## config.mk

```make
export PLATFORM = sky130hd
export DESIGN_NAME = des_final_permutation_tx
export DESIGN_NICKNAME = d
export VERILOG_FILES = /design/src/rtl/des_final_permutation_tx.sv
export SDC_FILE = /design/constraint.sdc
export NUM_CORES = 1
export LEC_CHECK = 0
export ABC_AREA = 1
export BUFFER_PORTS_ARGS = -buffer_cell sky130_fd_sc_hd__buf_4
export CORE_MARGIN = 5
export CORE_UTILIZATION = 45
export CTS_CLUSTER_DIAMETER = 100
export DETAILED_ROUTE_END_ITERATION = 8
export GPL_TIMING_DRIVEN = 0
export PLACE_DENSITY = 0.74
export SYNTH_ARGS = -nofsm -noshare
export SYNTH_HDL_FRONTEND = slang
export SYNTH_SLANG_ARGS = --single-unit
```

## constraint.sdc

```tcl
create_clock -name clk -period 1.7 [get_ports clk]
set_clock_uncertainty 0.1 [all_clocks]
set_input_delay 0.255 -clock clk [delete_from_list [all_inputs] [get_ports clk]]
set_output_delay 0.255 -clock clk [all_outputs]
set_load 0.01 [all_outputs]
```

## src/rtl/des_final_permutation_tx.sv

```systemverilog
// DES output stage: forms R16||L16, applies IP^-1 and streams the ciphertext as OUT_W-bit beats.
// Define DES_FP_HOLD_EN to add a one-block holding register so blocks can stream back to back.
module des_final_permutation_tx #(
    parameter int OUT_W = 8
) (
    input  logic             clk,
    input  logic             rst_n,
    input  logic             in_valid,
    output logic             in_ready,
    input  logic [31:0]      l16,
    input  logic [31:0]      r16,
    output logic             out_valid,
    input  logic             out_ready,
    output logic [OUT_W-1:0] out_data,
    output logic             out_last,
    output logic             busy
);

    localparam int               BEATS     = 64 / OUT_W;
    localparam int               CNT_W     = (BEATS > 1) ? $clog2(BEATS) : 1;
    localparam logic [CNT_W-1:0] LAST_BEAT = CNT_W'(BEATS - 1);

    // IP^-1: ciphertext bit i+1 takes preoutput bit FP_TABLE[i] (1-based DES numbering).
    localparam int FP_TABLE [64] = '{
        40,  8, 48, 16, 56, 24, 64, 32,
        39,  7, 47, 15, 55, 23, 63, 31,
        38,  6, 46, 14, 54, 22, 62, 30,
        37,  5, 45, 13, 53, 21, 61, 29,
        36,  4, 44, 12, 52, 20, 60, 28,
        35,  3, 43, 11, 51, 19, 59, 27,
        34,  2, 42, 10, 50, 18, 58, 26,
        33,  1, 41,  9, 49, 17, 57, 25
    };

    typedef enum logic {
        IDLE = 1'b0,
        SEND = 1'b1
    } state_t;

    function automatic logic [63:0] final_perm(input logic [63:0] pre_in);
        logic [63:0] perm;
        for (int i = 0; i < 64; i++) begin
            perm[i] = pre_in[FP_TABLE[i] - 1];
        end
        return perm;
    endfunction

    state_t           state_q, state_d;
    logic [63:0]      shift_q, shift_d;
    logic [CNT_W-1:0] cnt_q, cnt_d;
    logic [63:0]      pre_out;
    logic [63:0]      ct_perm;
    logic             hold_full;
    logic             in_fire;
    logic             out_fire;
    logic             last_beat;

    // The 32-bit swap undoes the swap performed at the end of round 16.
    assign pre_out   = {l16, r16};
    assign ct_perm   = final_perm(pre_out);

    assign out_valid = (state_q == SEND);
    assign out_data  = shift_q[OUT_W-1:0];
    assign last_beat = (cnt_q == LAST_BEAT);
    assign out_last  = out_valid && last_beat;
    assign busy      = out_valid | hold_full;
    assign in_fire   = in_valid && in_ready;
    assign out_fire  = out_valid && out_ready;

`ifdef DES_FP_HOLD_EN
    logic [63:0] hold_q, hold_d;
    logic        hold_full_q, hold_full_d;

    assign hold_full = hold_full_q;
    assign in_ready  = !hold_full_q;
`else
    assign hold_full = 1'b0;
    assign in_ready  = (state_q == IDLE);
`endif

    always_comb begin
        // NOTE: every _d takes its current value first, so no branch can leave a latch behind.
        state_d = state_q;
        shift_d = shift_q;
        cnt_d   = cnt_q;
`ifdef DES_FP_HOLD_EN
        hold_d      = hold_q;
        hold_full_d = hold_full_q;
`endif
        case (state_q)
            IDLE: begin
                if (in_fire) begin
                    shift_d = ct_perm;
                    cnt_d   = '0;
                    state_d = SEND;
                end
            end
            SEND: begin
                if (out_fire) begin
                    if (last_beat) begin
                        cnt_d = '0;
`ifdef DES_FP_HOLD_EN
                        if (hold_full_q) begin
                            shift_d     = hold_q;
                            hold_full_d = 1'b0;
                        end else begin
                            shift_d = shift_q >> OUT_W;
                            state_d = IDLE;
                        end
`else
                        shift_d = shift_q >> OUT_W;
                        state_d = IDLE;
`endif
                    end else begin
                        shift_d = shift_q >> OUT_W;
                        cnt_d   = cnt_q + CNT_W'(1);
                    end
                end
`ifdef DES_FP_HOLD_EN
                // A same-edge accept refills hold after the handoff above emptied it.
                if (in_fire) begin
                    hold_d      = ct_perm;
                    hold_full_d = 1'b1;
                end
`endif
            end
            default: state_d = IDLE;
        endcase
    end

    // NOTE: sequential state uses <= so every flop samples pre-edge values regardless of order.
    always_ff @(posedge clk or negedge rst_n) begin
        if (!rst_n) begin
            state_q <= IDLE;
            shift_q <= '0;
            cnt_q   <= '0;
        end else begin
            state_q <= state_d;
            shift_q <= shift_d;
            cnt_q   <= cnt_d;
        end
    end

`ifdef DES_FP_HOLD_EN
    // NOTE: hold data is cleared with its flag so a block discarded by reset never resurfaces.
    always_ff @(posedge clk or negedge rst_n) begin
        if (!rst_n) begin
            hold_q      <= '0;
            hold_full_q <= 1'b0;
        end else begin
            hold_q      <= hold_d;
            hold_full_q <= hold_full_d;
        end
    end
`endif

endmodule

```

==> results_dict.tcl, run 1 <==
set metrics [dict create \
    status "completed" \
    drive_above_1_share 0.230 \
    die_h_um 99.1 \
    clock_sinks 68 \
    drc 0 \
    grt_pass1_vias 3380 \
    synth_top_area_share 0.476 \
    fmax_ghz 0.603 \
    worstPathArrival_ns 1.30 \
    crit_path_start "cnt_q[1]" \
    ys_types 15 \
    track_usage 0.184 \
    fin_ws_ns 0.0410 \
    p_sw_w 0.00209 \
    ios 80 \
    io_buffers 78 \
    crit_fanout 2 \
    fin_util 0.587 \
    yosysWarnings 0 \
    grt_pass1_wl_um 14800 \
    preCtsSetupSlack_ns 0.117 \
    route.antenna.remaining_nets 0 \
    final_area_um2 4540 \
    grt_max_degree 69 \
    areaGrowthSynthToFinish_pct 27.0 \
    avgRoutedWirePerCell_um 12.5 \
    dr.first_iter.drc_count 139 \
    syn_inst 495 \
    synth.area.top_cells "dfrtp_1, nand2_1, nand3_1" \
    htreeDepth 3 \
    start_kind "flop" \
    slew_viol_final 0 \
    layout_commonest_cell "nand2_1" \
    die-width_um 99.1 \
    n_antenna_cell 0 \
    fin_crit_sh 0.976 \
    seqPwrFrac 0.417 \
    cp.required_ns 1.34 \
    vias_per_cell 4.84 \
    setup_viol 0 \
    cts_tree "built" \
    clkLatencyLatePin_ns 0.34 \
    dieArea_um2 9820 \
    netlist_area_um2 3570 \
    wl_um 8690 \
    root_buffer "clkbuf_8" \
    fin_tns_setup_ns 0 \
    antenna_found_initial 0 \
    core_um2 7730 \
    syn-num-nets 565 \
    cts_buffers 9 \
    nets 656 \
    p_leak_nw 2.68 \
    dp_hpwl_um 6330 \
    min_path_type "in -> reg" \
    hp-start "r16[16]" \
    p_per_area_nw_per_um2 1340 \
    routabilityCongestion 0.874 \
    peakVddDrop_v 0.000583 \
    dr.pass1.iters 4 \
    relSlewSlack 0.427 \
    fillers 757 \
    maxCapViolations 0 \
    clkPwrFrac 0.220 \
    rows 32 \
    start_util 0.462 \
    p_comb_frac 0.363 \
    synth-seq-cells 68 \
    route.vias.total 3354 \
    critical_path_class "reg -> out" \
    hold_viol 0 \
    fin_crit_ns 1.66 \
    overflow 0 \
    ys_seq_area_frac 0.476 \
    r2r-start "busy" \
    clkTransAtPathRegs_ns 0.07 \
    netlist.top_cell.by_area "dfrtp_1" \
    p_int_w 0.00398 \
    final_cell_mix "nand2_1, buf_4, nand3_1, dfrtp_1, clkbuf_8" \
    syn_area_per_cell_um2 7.22 \
    end_kind "primary output" \
    placedInstanceArea_um2 4290 \
    clockBufferDepth 2 \
    p_sw_frac 0.344 \
    worst_slew_pin_slew_ns 0.859 \
]
## cell type report
cell class	instances	area, um2	share of cell area
Timing Repair Buffer	81	611	0.135
Sequential cell	68	1700	0.375
Inverter	5	21.3	0.00469
Buffer	43	309	0.0681
Multi-Input combinational cell	378	1570	0.346
Clock buffer	15	166	0.0367
Tap cell	102	128	0.0281
Clock inverter	1	30.0	0.00662
## critical path: stages (launching register included)
cell     delay [ns]
dfrtp_1        0.39
ha_2           0.20
ha_4           0.16
nand2_2        0.05
inv_1          0.03
buf_4          0.13
## state kept, by name, indices dropped and copies added, names as in the netlist
signal / cells
shift_q: 64
cnt_q: 3
busy: 1
## Yosys cell counts, drive strengths merged
| cell | count |
|---|---|
| nand2 | 297 |
| o22ai | 1 |
| nor2 | 1 |
| inv | 5 |
| nand3 | 77 |
| ha | 2 |
| clkbuf | 6 |
| dfrtp | 68 |
| buf | 38 |
## metrics by stage
step	cells	total power, W	hold WS (ns)
after floorplan	495	0.00402	-0.141
after global placement	675	0.00465	0.319
after detailed placement	675	0.00471	0.318
after CTS	693	0.00610	0.0356
after global routing	693	0.00655	0.0422
final	693	0.00607	0.0386
## power groups by stage
stage,clock (W),sequential [W],combinational [W]
2_1_floorplan,0,0.00245,0.00157
3_3_place_gp,0,0.00252,0.00213
3_5_place_dp,0,0.00256,0.00215
4_1_cts,0.00136,0.00252,0.00222
5_1_grt,0.00142,0.00260,0.00253
6_report,0.00134,0.00253,0.00220
## final timing paths
path                               end  slack, ns  cells past startpoint
setup reg to reg           shift_q[34]       0.30                      8
max in group asynchronous  shift_q[35]       0.47                      2
hold reg to reg            shift_q[61]       0.40                      2
min in group asynchronous   shift_q[5]       0.45                      2
hold / removal             shift_q[61]       0.04                      3
setup / recovery              out_last       0.04                      5
## logic make-up after synthesis
family / share of synthesized area
adder cells (fa/ha/maj): 0.00700
AO/OA/AOI/OAI: 0.00175
flip-flops: 0.476
AND/OR/NAND/NOR: 0.426
buffers and inverters: 0.0890
## per-layer routing
metal	global-route usage	up-vias	routed length, um
met5	0	-	0
met4	0.0756	0	172
met3	0.0449	13	588
met2	0.317	96	4280
met1	0.219	1534	3650
li1	-	1711	-
## timing repair
item / CTS / global route
hold buffers: 1 / 0
gates resized for setup: 6 / 3
setup buffers: 2 / 0
pin swaps: 2 / 0
setup endpoints to repair: 2 / 2
endpoints found under the hold margin: 68 / 0
No activity file was read; power rests on OpenSTA's default activity.
==> run 2, diff against run 1 <==
--- a/config.mk
+++ b/config.mk
@@ -13,6 +13,7 @@
 export DETAILED_ROUTE_END_ITERATION = 8
 export GPL_TIMING_DRIVEN = 0
 export PLACE_DENSITY = 0.74
+export SKIP_LAST_GASP = 1
 export SYNTH_ARGS = -nofsm -noshare
 export SYNTH_HDL_FRONTEND = slang
 export SYNTH_SLANG_ARGS = --single-unit
==> constraint.sdc (replaced) <==
create_clock -name clk -period 1.7 [get_ports clk]
set_clock_uncertainty 0.1 [all_clocks]
set_input_delay 0.085 -clock clk [delete_from_list [all_inputs] [get_ports clk]]
set_output_delay 0.085 -clock clk [all_outputs]
set_load 0.01 [all_outputs]
==> run 2 against run 1 <==
Count of clock-buffer cells in the layout unchanged. Power increased by 1.4%. Combinational power increased by 4%. First-iteration DRC count increased by 11%. Hold slack got worse by 0.025 ns. Die area unchanged. Cell area increased by 13%. Routed wire length increased by 11%. Flip-flop and latch count unchanged. Largest cell class unchanged. Largest power group unchanged.
==> results_dict.tcl, run 2 (synthesis gave the netlist of run 1 again) <==
set metrics [dict create \
    areaGrowthSynthToFinish_pct 43.9 \
    n_antenna_cell 0 \
    fin_crit_sh 0.932 \
    nets 719 \
    avgRoutedWirePerCell_um 12.8 \
    crit_fanout 3 \
    clock_sinks 68 \
    drive_above_1_share 0.200 \
    p_per_area_nw_per_um2 1200 \
    route.antenna.remaining_nets 0 \
    finalHoldWorstSlack_ns 0.0136 \
    regMostFlops "shift_q" \
    p_leak_nw 2.94 \
    dr.first_iter.drc_count 154 \
    worst_slew_pin_slew_ns 0.870 \
    cts_buffers 9 \
    largest_reg_flops 64 \
    slew_viol_final 0 \
    peakVddDrop_v 0.000597 \
    wl_um 9690 \
    end_kind "primary output" \
    routabilityCongestion 0.874 \
    drc 0 \
    layout_commonest_cell "nand2_1" \
    setup_viol 0 \
    core_um2 7730 \
    vias_per_cell 4.85 \
    worstPathArrival_ns 1.40 \
    fillers 680 \
    io_buffers 78 \
    post_cts_buffers 0 \
    clkTransAtPathRegs_ns 0.07 \
    grt_max_degree 69 \
    status "completed" \
    fin_tns_setup_ns 0 \
    htreeDepth 3 \
    rows 32 \
    die-width_um 99.1 \
    fin_crit_ns 1.58 \
    fmax_ghz 0.631 \
    dr.pass1.iters 7 \
    die_h_um 99.1 \
    root_buffer "clkbuf_8" \
    maxCapViolations 0 \
    cts_tree "built" \
    critical_path_class "reg -> out" \
    grt_pass1_vias 3670 \
    ios 80 \
    hold_viol 0 \
    overflow 0 \
    clockBufferDepth 2 \
    grt_pass1_wl_um 16300 \
    min_path_type "in -> reg" \
    rsz0062_at_grt "no" \
    antenna_found_initial 0 \
    dieArea_um2 9820 \
    track_usage 0.204 \
    cp.required_ns 1.51 \
    route.vias.total 3665 \
    dp_hpwl_um 6330 \
    relSlewSlack 0.420 \
    start_kind "flop" \
    start_util 0.462 \
    clkLatencyLatePin_ns 0.34 \
    final_cell_mix "nand2_1, buf_4, nand3_1, dfrtp_1, dlygate4sd3_1" \
]
==> run 2: through the flow <==
step	util	total power [W]	setup WS [ns]	instances	cell area, um2
2_1_floorplan	-	0.00402	0.376	495	3570
3_3_place_gp	0.555	0.00465	0.251	675	4290
3_5_place_dp	0.555	0.00471	0.246	675	4290
4_1_cts	0.665	0.00618	0.0769	756	5140
5_1_grt	0.665	0.00663	0.000282	756	5140
6_report	0.665	0.00615	0.116	756	5140
==> run 2: worst paths after layout <==
check,startpoint,to,slack [ns],depth (start not counted)
min in group asynchronous,rst_n,shift_q[5],0.29,2
max in group asynchronous,rst_n,shift_q[54],0.62,2
worst min register to register,shift_q[63],shift_q[63],0.40,2
worst max-delay path,cnt_q[0],out_last,0.12,5
worst min-delay path,in_valid,shift_q[61],0.01,3
worst max register to register,busy,shift_q[34],0.22,8
==> run 2: routing by layer <==
metal	global-route usage	routed length, um	share of wire
met5	0	0	0
met2	0.357	4860	0.50
met3	0.0365	527	0.054
met4	0.0809	189	0.020
met1	0.249	4110	0.42
==> run 2: layout make-up <==
| cell class | instances | area [um2] | share of cell area |
|---|---|---|---|
| flip-flops and latches | 68 | 1700 | 0.331 |
| multi-input cells | 378 | 1550 | 0.302 |
| repair buffers | 144 | 1250 | 0.243 |
| plain buffers | 43 | 293 | 0.0570 |
| clock buffers | 15 | 166 | 0.0324 |
| well taps | 102 | 128 | 0.0248 |
| clock inverters | 1 | 30.0 | 0.00584 |
| inverters | 5 | 21.3 | 0.00414 |
==> run 2: timing repair <==
item / in CTS / in global routing
resized for setup: 1 / 1
endpoints found under the hold margin: 134 / 0
endpoints found under the setup margin: 2 / 1
hold buffers: 66 / 0
pin swaps: 0 / 0
==> run 2: power by group <==
| part | leakage, nW | switching (W) | internal, W |
|---|---|---|---|
| clock | 0.0979 | 0.000576 | 0.000762 |
| sequential | 0.921 | 0.000336 | 0.00220 |
| combinational | 1.92 | 0.00121 | 0.00108 |
| total | 2.94 | 0.00212 | 0.00403 |
==> run 2: critical path, cell delays in order (launching register included) <==
cell and delay [ns]:
dfrtp_1 0.41, ha_1 0.21, ha_1 0.19, nand2_1 0.08, inv_1 0.04, buf_4 0.13
